[config.mk]
export PLATFORM = sky130hd
export DESIGN_NAME = mem_arbiter
export DESIGN_NICKNAME = d
export VERILOG_FILES = /design/src/rtl/mem_arb_pkg.sv /design/src/rtl/mem_arbiter.sv
export SDC_FILE = /design/constraint.sdc
export NUM_CORES = 1
export LEC_CHECK = 0
export ABC_AREA = 1
export BUFFER_PORTS_ARGS = -buffer_cell sky130_fd_sc_hd__buf_2
export CORE_MARGIN = 2
export CORE_UTILIZATION = 51
export CTS_CLUSTER_DIAMETER = 200
export DETAILED_ROUTE_END_ITERATION = 7
export PLACE_DENSITY = 0.95
export RECOVER_POWER = 50
export SLEW_MARGIN = 10
export SYNTH_ARGS = -nofsm -noshare
export SYNTH_HDL_FRONTEND = slang
export SYNTH_SLANG_ARGS = --single-unit
[constraint.sdc]
create_clock -name clk -period 2.39 [get_ports clk]
set_clock_uncertainty 0.2 [all_clocks]
set_input_delay 0.3585 -clock clk [delete_from_list [all_inputs] [get_ports clk]]
set_output_delay 0.3585 -clock clk [all_outputs]
set_load 0.01 [all_outputs]
[src/rtl/mem_arb_pkg.sv]
// Shared types and constants for the main-memory arbiter.
package mem_arb_pkg;

    localparam int unsigned MEM_LAT       = 4;
    localparam int unsigned WORDS_PER_BLK = 8;
    localparam logic [15:0] BLK_MASK      = 16'hFFF0;

    typedef enum logic [1:0] {
        IDLE  = 2'd0,
        WRITE = 2'd1,
        FILL  = 2'd2,
        DONE  = 2'd3
    } arb_state_t;

    typedef enum logic {
        REQ_I = 1'b0,
        REQ_D = 1'b1
    } req_t;

endpackage

[src/rtl/mem_arbiter.sv]
// Main-memory arbiter: serves write-through stores and 8-word cache block
// fills (I-side and D-side) over one pipelined, multi-cycle memory port.
module mem_arbiter
    import mem_arb_pkg::*;
#(
    parameter int unsigned ADDR_W = 16
) (
    input  logic              clk,
    input  logic              rst_n,
    input  logic              i_miss,
    input  logic [ADDR_W-1:0] i_miss_addr,
    input  logic              d_miss,
    input  logic [ADDR_W-1:0] d_miss_addr,
    input  logic              d_wr_req,
    input  logic [ADDR_W-1:0] d_wr_addr,
    input  logic [15:0]       d_wr_data,
    output logic              mem_en,
    output logic              mem_wr,
    output logic [ADDR_W-1:0] mem_addr,
    output logic [15:0]       mem_wdata,
    input  logic [15:0]       mem_rdata,
    input  logic              mem_valid,
    output logic              fill_we,
    output logic              fill_sel,
    output logic [2:0]        fill_word,
    output logic [15:0]       fill_data,
    output logic              i_fill_done,
    output logic              d_fill_done,
    output logic              d_wr_ack,
    output logic              busy
);

    localparam logic [ADDR_W-1:0] ADDR_MASK = ~ADDR_W'(2 * WORDS_PER_BLK - 1);
    localparam logic [2:0]        LAST_WORD = 3'(WORDS_PER_BLK - 1);

    arb_state_t        state, state_nxt;
    req_t              grant;
    logic [ADDR_W-1:0] base_addr;
    logic [ADDR_W-1:0] wr_addr;
    logic [15:0]       wr_data;
    logic [2:0]        issue_cnt;
    logic              issue_done;
    logic [2:0]        recv_cnt;

    // State register; reset aborts any service in progress.
    always_ff @(posedge clk or negedge rst_n) begin
        if (!rst_n) begin
            state <= IDLE;
        end else begin
            state <= state_nxt;
        end
    end

    // Next state: fixed priority in IDLE, no preemption elsewhere.
    always_comb begin
        state_nxt = state;
        case (state)
            IDLE: begin
                if (d_wr_req) begin
                    state_nxt = WRITE;
                end else if (d_miss || i_miss) begin
                    state_nxt = FILL;
                end
            end
            WRITE: state_nxt = IDLE;
            FILL: begin
                if (mem_valid && recv_cnt == LAST_WORD) begin
                    state_nxt = DONE;
                end
            end
            DONE:    state_nxt = IDLE;
            default: state_nxt = IDLE;
        endcase
    end

    // Latch the winning request in IDLE; run issue/receive counters in FILL.
    always_ff @(posedge clk or negedge rst_n) begin
        if (!rst_n) begin
            grant      <= REQ_I;
            base_addr  <= '0;
            wr_addr    <= '0;
            wr_data    <= '0;
            issue_cnt  <= '0;
            issue_done <= 1'b0;
            recv_cnt   <= '0;
        end else begin
            case (state)
                IDLE: begin
                    issue_cnt  <= '0;
                    issue_done <= 1'b0;
                    recv_cnt   <= '0;
                    if (d_wr_req) begin
                        wr_addr <= d_wr_addr;
                        wr_data <= d_wr_data;
                    end else if (d_miss) begin
                        grant     <= REQ_D;
                        base_addr <= d_miss_addr & ADDR_MASK;
                    end else if (i_miss) begin
                        grant     <= REQ_I;
                        base_addr <= i_miss_addr & ADDR_MASK;
                    end
                end
                FILL: begin
                    // Issue side stops after the last word instead of wrapping.
                    if (!issue_done) begin
                        issue_cnt <= issue_cnt + 3'd1;
                        if (issue_cnt == LAST_WORD) begin
                            issue_done <= 1'b1;
                        end
                    end
                    if (mem_valid) begin
                        recv_cnt <= recv_cnt + 3'd1;
                    end
                end
                default: ;
            endcase
        end
    end

    // Output decode from registered state; fill port passes returning data through.
    always_comb begin
        mem_en      = 1'b0;
        mem_wr      = 1'b0;
        mem_addr    = '0;
        mem_wdata   = '0;
        fill_we     = 1'b0;
        fill_sel    = 1'b0;
        fill_word   = '0;
        fill_data   = '0;
        i_fill_done = 1'b0;
        d_fill_done = 1'b0;
        d_wr_ack    = 1'b0;
        busy        = (state != IDLE);
        case (state)
            WRITE: begin
                mem_en    = 1'b1;
                mem_wr    = 1'b1;
                mem_addr  = wr_addr;
                mem_wdata = wr_data;
                d_wr_ack  = 1'b1;
            end
            FILL: begin
                if (!issue_done) begin
                    mem_en   = 1'b1;
                    mem_addr = base_addr | ADDR_W'({issue_cnt, 1'b0});
                end
                if (mem_valid) begin
                    fill_we   = 1'b1;
                    fill_sel  = (grant == REQ_D);
                    fill_word = recv_cnt;
                    fill_data = mem_rdata;
                end
            end
            DONE: begin
                i_fill_done = (grant == REQ_I);
                d_fill_done = (grant == REQ_D);
            end
            default: ;
        endcase
    end

endmodule

After elaboration in Yosys (flattened, before gate mapping):

Cells that the tools add are included.
W data, S select, Z words.

* input bits: 86
* bits in registers: 58
* output and inout bits: 59
* logic and storage cells: 65

* multiplexer cells: 31
* reduce and logical (&&, ||, !) cells: 12
* bitwise gates (word level): 3
* add/subtract/negate cells: 2
* eq/ne operators: 9

Operators by type and width (number)
* $mux W16: 6
* $pmux W16 S2: 1
* $or A16 B4 Y16: 1
* $mux W1: 12
* $mux W3: 4
* $pmux W3 S2: 2
* $reduce_and A2 Y1: 4
* $add A3 B1 Y3 const B: 2
* $eq A3 B3 Y1 const B: 2
* $mux W2: 3
* $ne A2 B2 Y1 const B: 3
* $pmux W2 S3: 1
* $reduce_bool A2 Y1: 3
* $eq A2 B2 Y1 const B: 2
* $pmux W1 S2: 2
* $ne A3 B3 Y1 const B: 1
* $reduce_and A3 Y1: 1
* $eq A2 B1 Y1 const B: 1
* $logic_not A2 Y1: 1
* $not A1 Y1: 2
* $reduce_or A2 Y1: 1
* $logic_and A1 B1 Y1: 1
* $logic_or A1 B1 Y1: 1

Longest topological paths before layout:

* depth in word-level cells: 4
* depth in mapped cells: 9
* gate-level depth less buffers: 8

Worst setup path before layout:

No wires, ideal clock.

* path kind: register to output
* from: reg state[0]
* to: out mem_addr[0]
* cell stages (with the launch flop): 7
* setup slack: 0.530 ns
* required time: 1.832 ns
* buffers on the path: 2
* arrival time: 1.302 ns
* cell sequence: dfrtp_1 -> inv_1 -> ha_1 -> buf_2 -> buf_2 -> nand2_1 -> nor2_1

* cells in the longest elaborated chain, start to end: 2
* elaborated cells between the ends (all ways): 3
* those cells by class: eq/ne: 2; mux: 1

Ends and longest elaborated chain
* start, declared: line mem_arbiter.sv:36 `arb_state_t state, state_nxt;`
* start signal, assigned: line mem_arbiter.sv:50 `state <= state_nxt;`
* $eq A2 B2 Y1 / $eq A2 B1 Y1 (equally long branches): line mem_arbiter.sv:134 `case (state)`
* $pmux W16 S2 *: line mem_arbiter.sv:134
* end, declared: line mem_arbiter.sv:19 `output logic [ADDR_W-1:0] mem_addr,`

Mark *: on every way between the ends. The rest lies on a longest branch, timed or not.

Worst setup path after layout:

* from: reg state[0]
* to: out mem_addr[6]

Same word-level chain as after synthesis.

==> flow_summary.toml <==
[layout]
drive_gt1_share_pct = 32.7
ff_latch_area_um2 = 1350
fin_nets = 635
multi_input_area_um2 = 1320
final_core_util_pct = 66.0
diodes = 0
syn_to_final_growth_pct = 26.2
num-fill-cells = 497

[critical_path]
crit_fanout = 15
worst_r2r_path_depth = 6
arrival_ns = 1.72
worstSetupStartpointType = "flip-flop"
end_kind = "primary output"
worstPathRequired_ns = 1.83
criticalPathCategory = "reg -> out"

[sta]
hold_viol = 0
max-slew-margin-rel_pct = 8.14
setup_violations = 0
slew_viol_final = 0
fmaxAchievable_mhz = 439
setup_tns_ns = 0
holdWs_ns = 0.0852
worst_pin_slew_ns = 1.38
period_needed_ns = 2.28
rsz0062_at_grt = "false"
post-route-period-util_pct = 95.2
worst_slack_ns = 0.114

[placement]
place.detailed.hpwl_um = 5530
globalplace.congestion = 0.798
io_buffer_count = 136
dpl_worst_slack_ns = 0.326

[drt]
viasPerCell = 4.89
maxUsedRoutingLayer = "met4"
wl_per_cell_um = 12.2
drt_iter0_markers = 159
met1_length_um = 3240
vias = 3012
remaining_drc_errors = 0
met2_length_um = 3690
drtAntennaViolNets = 0
drt-pass1-iter-count = 4
met3_length_um = 497
wl_um = 7510

[power_and_ir_drop]
switching_power_mw = 1.75
powerDensity_nw_per_um2 = 1030
ir_worst_vdd_mv = 0.612
p_int_mw = 2.26
p_leak_nw = 2.44
power_frac_comb_pct = 49.7
clkPwrFrac_pct = 12.2
pwr-share-seq_pct = 38.1
p_sw_share_pct = 43.6

[grt]
grt_pass1_wl_um = 11600
grt_start_max_net_pins = 35
antenna_found_initial = 0
grt_pass1_vias = 2755
grt_use_total_pct = 22.5
overflow = 0

[logic_synthesis]
synth_cells = 414
netlist_area_um2 = 3080
avgSynthCellArea_um2 = 7.44
synth_fp_nets = 508
post_synth_num_cell_types = 21
synth_warnings = 0
seq_area_frac_synth_pct = 43.9
synth_seq_cells = 54

[clock_network]
cts_setup_buffers = 0
cts_buffer_depth = 2
cts-root-buf = "clkbuf_8"
path_clk_slew_ns = 0.09
clock_latency_ns = 0.30
numClockSinks = 54
h-tree-depth = 2
tritoncts = "built"
numCtsBuffers = 5

[floorplanning]
num_rows = 28
ios = 145
start_util_pct = 52.3
core_um2 = 5890
die-area_um2 = 6680
fp.dieH_um = 81.7
fp.dieW_um = 81.7

[job]
cap_violations = 0

[outcome]
status = "complete, no violations"

[worst_hold_path]
hold_class = "in -> reg"
worstHoldPathCells = 3
## metal layers
| layer | track usage (%) | vias up |
|---|---|---|
| met2 | 40.7 | 108 |
| met5 | 0 | - |
| met1 | 26.7 | 1385 |
| met4 | 6.83 | 0 |
| li1 | - | 1509 |
| met3 | 4.40 | 10 |
## worst max-delay path, stage by stage, from the launching register on
cell and delay, ns:
dfrtp_1 0.44, inv_2 0.13, ha_4 0.18, nand2_2 0.09
clkinv_2 0.08, nand2_4 0.15, o21ai_0 0.19, buf_2 0.16
## stage by stage
stage / instances / area (µm²) / total power, mW
6_report: 616 / 3890 / 4.01
5_1_grt: 616 / 3890 / 4.36
4_1_cts: 616 / 3860 / 3.96
3_5_place_dp: 608 / 3770 / 3.47
3_3_place_gp: 608 / 3770 / 3.37
2_1_floorplan: 414 / 3080 / 2.87
## final timing paths
path	startpoint	end	slack [ns]
max	state[0]	mem_addr[6]	0.11
min	d_wr_data[5]	wr_data[5]	0.09
max reg2reg	state[1]	state[0]	0.53
min reg2reg	wr_data[2]	wr_data[2]	0.28
max in group asynchronous	rst_n	wr_data[13]	0.47
min in group asynchronous	rst_n	wr_addr[11]	0.71
## registers in the layout, indices dropped and copies added, names as in the netlist
name	flops
wr_addr	16
wr_data	16
issue_done	1
base_addr	12
state	2
grant	1
recv_cnt	3
issue_cnt	3
## placed cells by master (no fill, tap or decap), types with 2 or more instances in the layout
| master | netlist | final |
|---|---|---|
| buf_2 | 16 | 135 |
| nand2_1 | 127 | 127 |
| inv_1 | 71 | 70 |
| dfrtp_1 | 54 | 54 |
| nand3_1 | 49 | 49 |
| nor2_1 | 24 | 24 |
| o21ai_0 | 22 | 19 |
| o21ai_2 | 16 | 16 |
| o21ai_1 | 7 | 10 |
| ha_1 | 8 | 6 |
| buf_4 | 2 | 6 |
| clkbuf_8 | 0 | 5 |
| nand2_2 | 2 | 2 |
| nand2_4 | 2 | 2 |
| inv_2 | 1 | 2 |
| nor2_8 | 2 | 2 |
| ha_4 | 0 | 2 |
| clkbuf_1 | 2 | 2 |
## cells in the mapped netlist, drive strengths merged
cell	number	share of area (%)
a21oi	2	0.45
a22o	1	0.28
buf	23	4.9
clkbuf	2	0.24
clkinv	1	0.16
dfrtp	54	44
ha	8	3.2
inv	72	8.8
nand2	131	17
nand3	49	8.0
nor2	26	4.2
o21ai	45	9.3
## kinds of logic (layout without fill, tap and decap cells)
kind of cell	count (synthesis)	in the layout	share of synthesized area, %
simple gates	206	206	28.8
compound gates	48	48	9.99
fa+ha+maj	8	8	3.25
buf+inv	98	225	14.1
flops	54	54	43.9
## area by class of cell
cell class / instances / area share [%]
Sequential cell: 54 / 34.8
Multi-Input combinational cell: 262 / 34.0
Timing Repair Buffer: 145 / 19.7
Inverter: 73 / 7.08
Tap cell: 75 / 2.41
Clock buffer: 6 / 1.87
Clock inverter: 1 / 0.193
## power by group through the flow
stage / sequential [mW] / combinational [mW] / clock [mW]
floorplan: 1.48 / 1.39 / 0
global placement: 1.51 / 1.86 / 0
detailed placement: 1.53 / 1.93 / 0
CTS: 1.52 / 1.95 / 0.503
global route: 1.57 / 2.25 / 0.542
finish: 1.53 / 1.99 / 0.489
## what timing repair did
item                                   CTS  global route
endpoints found under the hold margin   22             0
hold buffers                             1             0
gates resized for setup                  1             7
setup endpoints to repair                2            15
No activity file was read; power rests on OpenSTA's default activity.
